**src/rtl/nareg_pkg.sv**
```systemverilog
// nareg_pkg: shared definitions for the fetch-path instruction/PC queue.
//   XLEN          : width of the instruction and PC fields in a queue entry
//   NOP_INSTR     : word shown to decode while no fetch is held (addi x0,x0,0)
//   fetch_entry_t : one captured fetch, {instr, pc}
package nareg_pkg;

  localparam int XLEN = 32;

  localparam logic [XLEN-1:0] NOP_INSTR = 32'h0000_0013;

  typedef struct packed {
    logic [XLEN-1:0] instr;
    logic [XLEN-1:0] pc;
  } fetch_entry_t;

endpackage

```
**src/rtl/nareg_fetch_queue.sv**
```systemverilog
// nareg_fetch_queue: DEPTH-entry FIFO of {instruction, PC} pairs sitting
// between instruction fetch and decode, replacing the single instruction
// register. The head pair is presented as Instr/OldPC until decode takes it.
//
// Ports:
//   clk, rst            clock; asynchronous active-high reset
//   in_valid/in_ready   fetch side handshake; in_ready = not full
//   in_instr, in_pc     fetched word and the PC it came from
//   flush               drop every held entry (taken branch / jump redirect)
//   out_valid/out_ready decode side handshake; out_valid = not empty
//   Instr, OldPC        head entry; NOP_INSTR / 0 while empty
//   count               current occupancy, 0..DEPTH
//
// XLEN must match the field width of nareg_pkg::fetch_entry_t.
module nareg_fetch_queue #(
  parameter int              XLEN      = nareg_pkg::XLEN,
  parameter int              DEPTH     = 4,
  parameter logic [XLEN-1:0] NOP_INSTR = nareg_pkg::NOP_INSTR
) (
  input  logic                       clk,
  input  logic                       rst,
  input  logic                       in_valid,
  output logic                       in_ready,
  input  logic [XLEN-1:0]            in_instr,
  input  logic [XLEN-1:0]            in_pc,
  input  logic                       flush,
  output logic                       out_valid,
  input  logic                       out_ready,
  output logic [XLEN-1:0]            Instr,
  output logic [XLEN-1:0]            OldPC,
  output logic [$clog2(DEPTH+1)-1:0] count
);
  import nareg_pkg::*;

  localparam int PW = $clog2(DEPTH);
  localparam int CW = $clog2(DEPTH+1);

  fetch_entry_t        mem [DEPTH];
  fetch_entry_t        head;
  logic [PW-1:0]       wr_ptr, rd_ptr;
  logic                push, pop;

  // Handshake flags come from registered count only, never from inputs.
  assign in_ready  = (count != CW'(DEPTH));
  assign out_valid = (count != '0);

  // Flush cancels any same-cycle transfer; full refuses a push even when a
  // pop happens on the same edge.
  assign push = in_valid  & in_ready  & ~flush;
  assign pop  = out_valid & out_ready & ~flush;

  // Storage carries no reset; the empty mask below keeps outputs defined.
  always_ff @(posedge clk) begin
    if (push) mem[wr_ptr] <= '{instr: in_instr, pc: in_pc};
  end

  // DEPTH is a power of two, so pointer overflow is the modulo wrap.
  always_ff @(posedge clk or posedge rst) begin
    if (rst) begin
      wr_ptr <= '0;
      rd_ptr <= '0;
      count  <= '0;
    end else if (flush) begin
      wr_ptr <= '0;
      rd_ptr <= '0;
      count  <= '0;
    end else begin
      if (push) wr_ptr <= wr_ptr + PW'(1);
      if (pop)  rd_ptr <= rd_ptr + PW'(1);
      if (push && !pop)      count <= count + CW'(1);
      else if (pop && !push) count <= count - CW'(1);
    end
  end

  // No write-through: a fresh entry is only visible after its write edge.
  assign head  = mem[rd_ptr];
  assign Instr = out_valid ? head.instr : NOP_INSTR;
  assign OldPC = out_valid ? head.pc    : '0;

endmodule

```
**config.mk**
```make
export PLATFORM = sky130hd
export DESIGN_NAME = nareg_fetch_queue
export DESIGN_NICKNAME = d
export VERILOG_FILES = /design/src/rtl/nareg_pkg.sv /design/src/rtl/nareg_fetch_queue.sv
export SDC_FILE = /design/constraint.sdc
export NUM_CORES = 1
export LEC_CHECK = 0
export CORE_UTILIZATION = 35
export DETAILED_ROUTE_END_ITERATION = 8
export GPL_TIMING_DRIVEN = 0
export HOLD_SLACK_MARGIN = 0.02
export PLACE_DENSITY = 0.68
export SYNTH_ARGS = -nofsm -noshare
export SYNTH_HDL_FRONTEND = slang
export SYNTH_SLANG_ARGS = --single-unit
```
**constraint.sdc**
```tcl
create_clock -name clk -period 2.7 [get_ports clk]
set_input_delay 0.405 -clock clk [delete_from_list [all_inputs] [get_ports clk]]
set_output_delay 0.405 -clock clk [all_outputs]
set_load 0.01 [all_outputs]
```
==> impl_metrics.tcl <==
set metrics [dict create \
    maxCapViolations 0 \
    whs_ps 127 \
    syn_area_sq_um 10200 \
    synth_top_area_share_pct 75.3 \
    drcViolationCount 0 \
    dp.cells 991 \
    place_congestion 0.741 \
    drt-initial-drc-count 269 \
    min_period_over_period_pct 98.8 \
    wire_per_inst_um 18.6 \
    drive_gt1_share_pct 24.2 \
    synth_cells 469 \
    required_ps 2300 \
    crit_fanout 4 \
    leakage_nw 4.41 \
    ys_ff_latch 263 \
    syn_nets 543 \
    fp.dieW_um 173 \
    startpoint_type "flop" \
    rsz0062_at_grt "yes" \
    synth_seq_area_share_pct 77.0 \
    clockBufferDepth 3 \
    power.total_mw 12.4 \
    htree_levels 1 \
    final_cells 1045 \
    yosys.area.top_type "edfxtp_1" \
    cts_tree "built" \
    cp-end-kind "output port" \
    die_y_um 173 \
    synth.distinct_cells 34 \
    mostFrequentLayoutCells "256 x edfxtp_1, 69 x clkdlybuf4s50_1, 64 x mux4_2, 60 x and2_1, 37 x dlygate4sd2_1" \
    ios 138 \
    clk_pin_slew_ps 60 \
    layout_commonest_cell "edfxtp_1" \
    vias 4997 \
    slowest_delay_ps 470 \
    cts_made_buffers 27 \
    start_util_pct 35.6 \
    grt_pass1_wl_um 30500 \
    drv_slew 0 \
    clock_sinks 263 \
    worstMarginPinSlew_ps 536 \
    grt_pass1_vias 5506 \
    coreArea_sq_um 28700 \
    insertion_delay_ps 520 \
    relSlewSlack_pct 64.0 \
    p_per_area_nw_per_um2 947 \
    final_area_sq_um 13100 \
    status "complete, no violations" \
    critPathArrivalTime_ps 2260 \
    worst-r2r-setup-slack_ps 180 \
    nets 717 \
    final_hold_viol_count 0 \
    num_rows 62 \
    path_class "flop to output port" \
    area_growth_pct 28.0 \
    reg2reg_to "count[2]$_DFFE_PP0P_" \
    synth.avg_cell_area_sq_um 21.8 \
    path_cells "bufbuf_16 -> buf_4 -> mux4_2 -> and2_1 -> dlygate4sd2_1" \
    ant_nets 0 \
    crit_slowest_cell "mux4_2" \
    grt_usage_pct 13.1 \
    worstReg2RegStart "count[1]$_DFFE_PP0P_" \
    grt_max_degree 34 \
    grt_antenna_before_repair 0 \
    vias_per_cell 4.78 \
    cts_root_buf "clkbuf_16" \
    antenna_cells 0 \
    hpwl_um 12400 \
    ys.warnings.count 0 \
    hp-class "primary input to async pin" \
    drt_wl_total_um 19400 \
    vdd_drop_max_uv 554 \
    worst_clock_skew_ps 11.1 \
    dr.pass1.iters 4 \
    holdBufCountCts 0 \
    placed_cell_area_sq_um 12100 \
    r2r_cells 8 \
    synth_area_leaders "edfxtp_1 75%, mux4_2 14%, and2_1 4.0%" \
    setup_viol 0 \
    dieArea_sq_um 29900 \
    io_buffers 134 \
    fmax_mhz 375 \
    fin_crit_ps 2670 \
    grt-ovfl-total 0 \
]
metal layers:
metal  routed length, um  vias to the layer above  GRT usage [%]
met5                   0                        -              0
met4                 543                        0           3.87
met3                1080                       40           2.97
met2                9930                      140           23.1
met1                7900                     2574           16.1
li1                    -                     2243              -
final cells by class:
class | instances | area [sq um]
Tap cell | 384 | 480
Sequential cell | 263 | 7860
Clock inverter | 13 | 140
Multi-Input combinational cell | 171 | 2190
Clock buffer | 34 | 702
Inverter | 10 | 40.0
Timing Repair Buffer | 146 | 1440
Fill cell | 2448 | 15600
Buffer | 24 | 228
power by group:
group          total [mW]  leakage [nW]  switching (mW)  internal (mW)
Sequential           4.80          2.42          0.0780           4.73
Combinational        4.03          1.58            1.86           2.17
Clock                3.55         0.416            1.43           2.11
worst max-delay path, delay by kind of cell, from the launching register on:
family / cells / cell delay, ps
flops: 1 / 430
mux: 1 / 470
buf+inv: 3 / 680
simple gates: 1 / 170
per-stage QoR:
| stage | setup slack (ps) | setup TNS, ps | util [%] |
|---|---|---|---|
| after floorplan | 399 | 0 | - |
| after global placement | -369 | -92340 | 42.0 |
| after detailed placement | 30.1 | 0 | 42.2 |
| after CTS | 3.05 | 0 | 45.7 |
| after global routing | -36.9 | -97.8 | 45.6 |
| final | 33.2 | 0 | 45.6 |
what timing repair did:
| item | in CTS | in global routing |
|---|---|---|
| buffers inserted | 7 | 0 |
| resized for setup | 132 | 24 |
| setup endpoints to repair | 65 | 39 |
| pin swaps | 1 | 0 |
| cloned | 1 | 0 |
synthesized netlist by cell type (all sizes together):
cell / instances
a211o: 1
a211oi: 1
a21o: 1
a21oi: 2
a311oi: 1
a31o: 1
and2: 66
and3b: 1
buf: 17
clkbuf: 8
dfrtp: 7
edfxtp: 256
fa: 1
ha: 4
inv: 10
mux2: 1
mux2i: 1
mux4: 64
nand3: 2
nor2: 7
nor3: 2
nor3b: 1
o211a: 1
o211ai: 1
o21a: 1
o21ai: 3
o311ai: 1
o31ai: 2
or2: 3
xor2: 2
kinds of logic after synthesis:
| kind of cell | Yosys count | synth area share [%] |
|---|---|---|
| multiplexers | 66 | 14.3 |
| flip-flops | 263 | 77.0 |
| XOR/XNOR | 2 | 0.172 |
| adder cells (fa/ha/maj) | 5 | 0.686 |
| buffers and inverters | 35 | 1.84 |
| AND/OR/NAND/NOR | 82 | 4.89 |
| AO/OA/AOI/OAI | 16 | 1.13 |
worst max-delay path by stage:
| stage | start | to | slack [ps] | cells past startpoint |
|---|---|---|---|---|
| floorplan | in_valid | mem[0][0]$_DFFE_PP_ | 400 | 4 |
| global placement | in_valid | mem[0][56]$_DFFE_PP_ | -370 | 4 |
| detailed placement | count[1]$_DFFE_PP0P_ | OldPC[16] | 30 | 6 |
| CTS | rd_ptr[0]$_DFFE_PP0P_ | Instr[31] | 3 | 5 |
| global route | rd_ptr[0]$_DFFE_PP0P_ | Instr[31] | -40 | 5 |
| finish | rd_ptr[0]$_DFFE_PP0P_ | Instr[31] | 30 | 5 |
state kept, by name (all words and copies together) (netlist names):
signal and flops:
rd_ptr 2, count 3, mem 256, wr_ptr 2
Power figures use the tool's default switching activity.
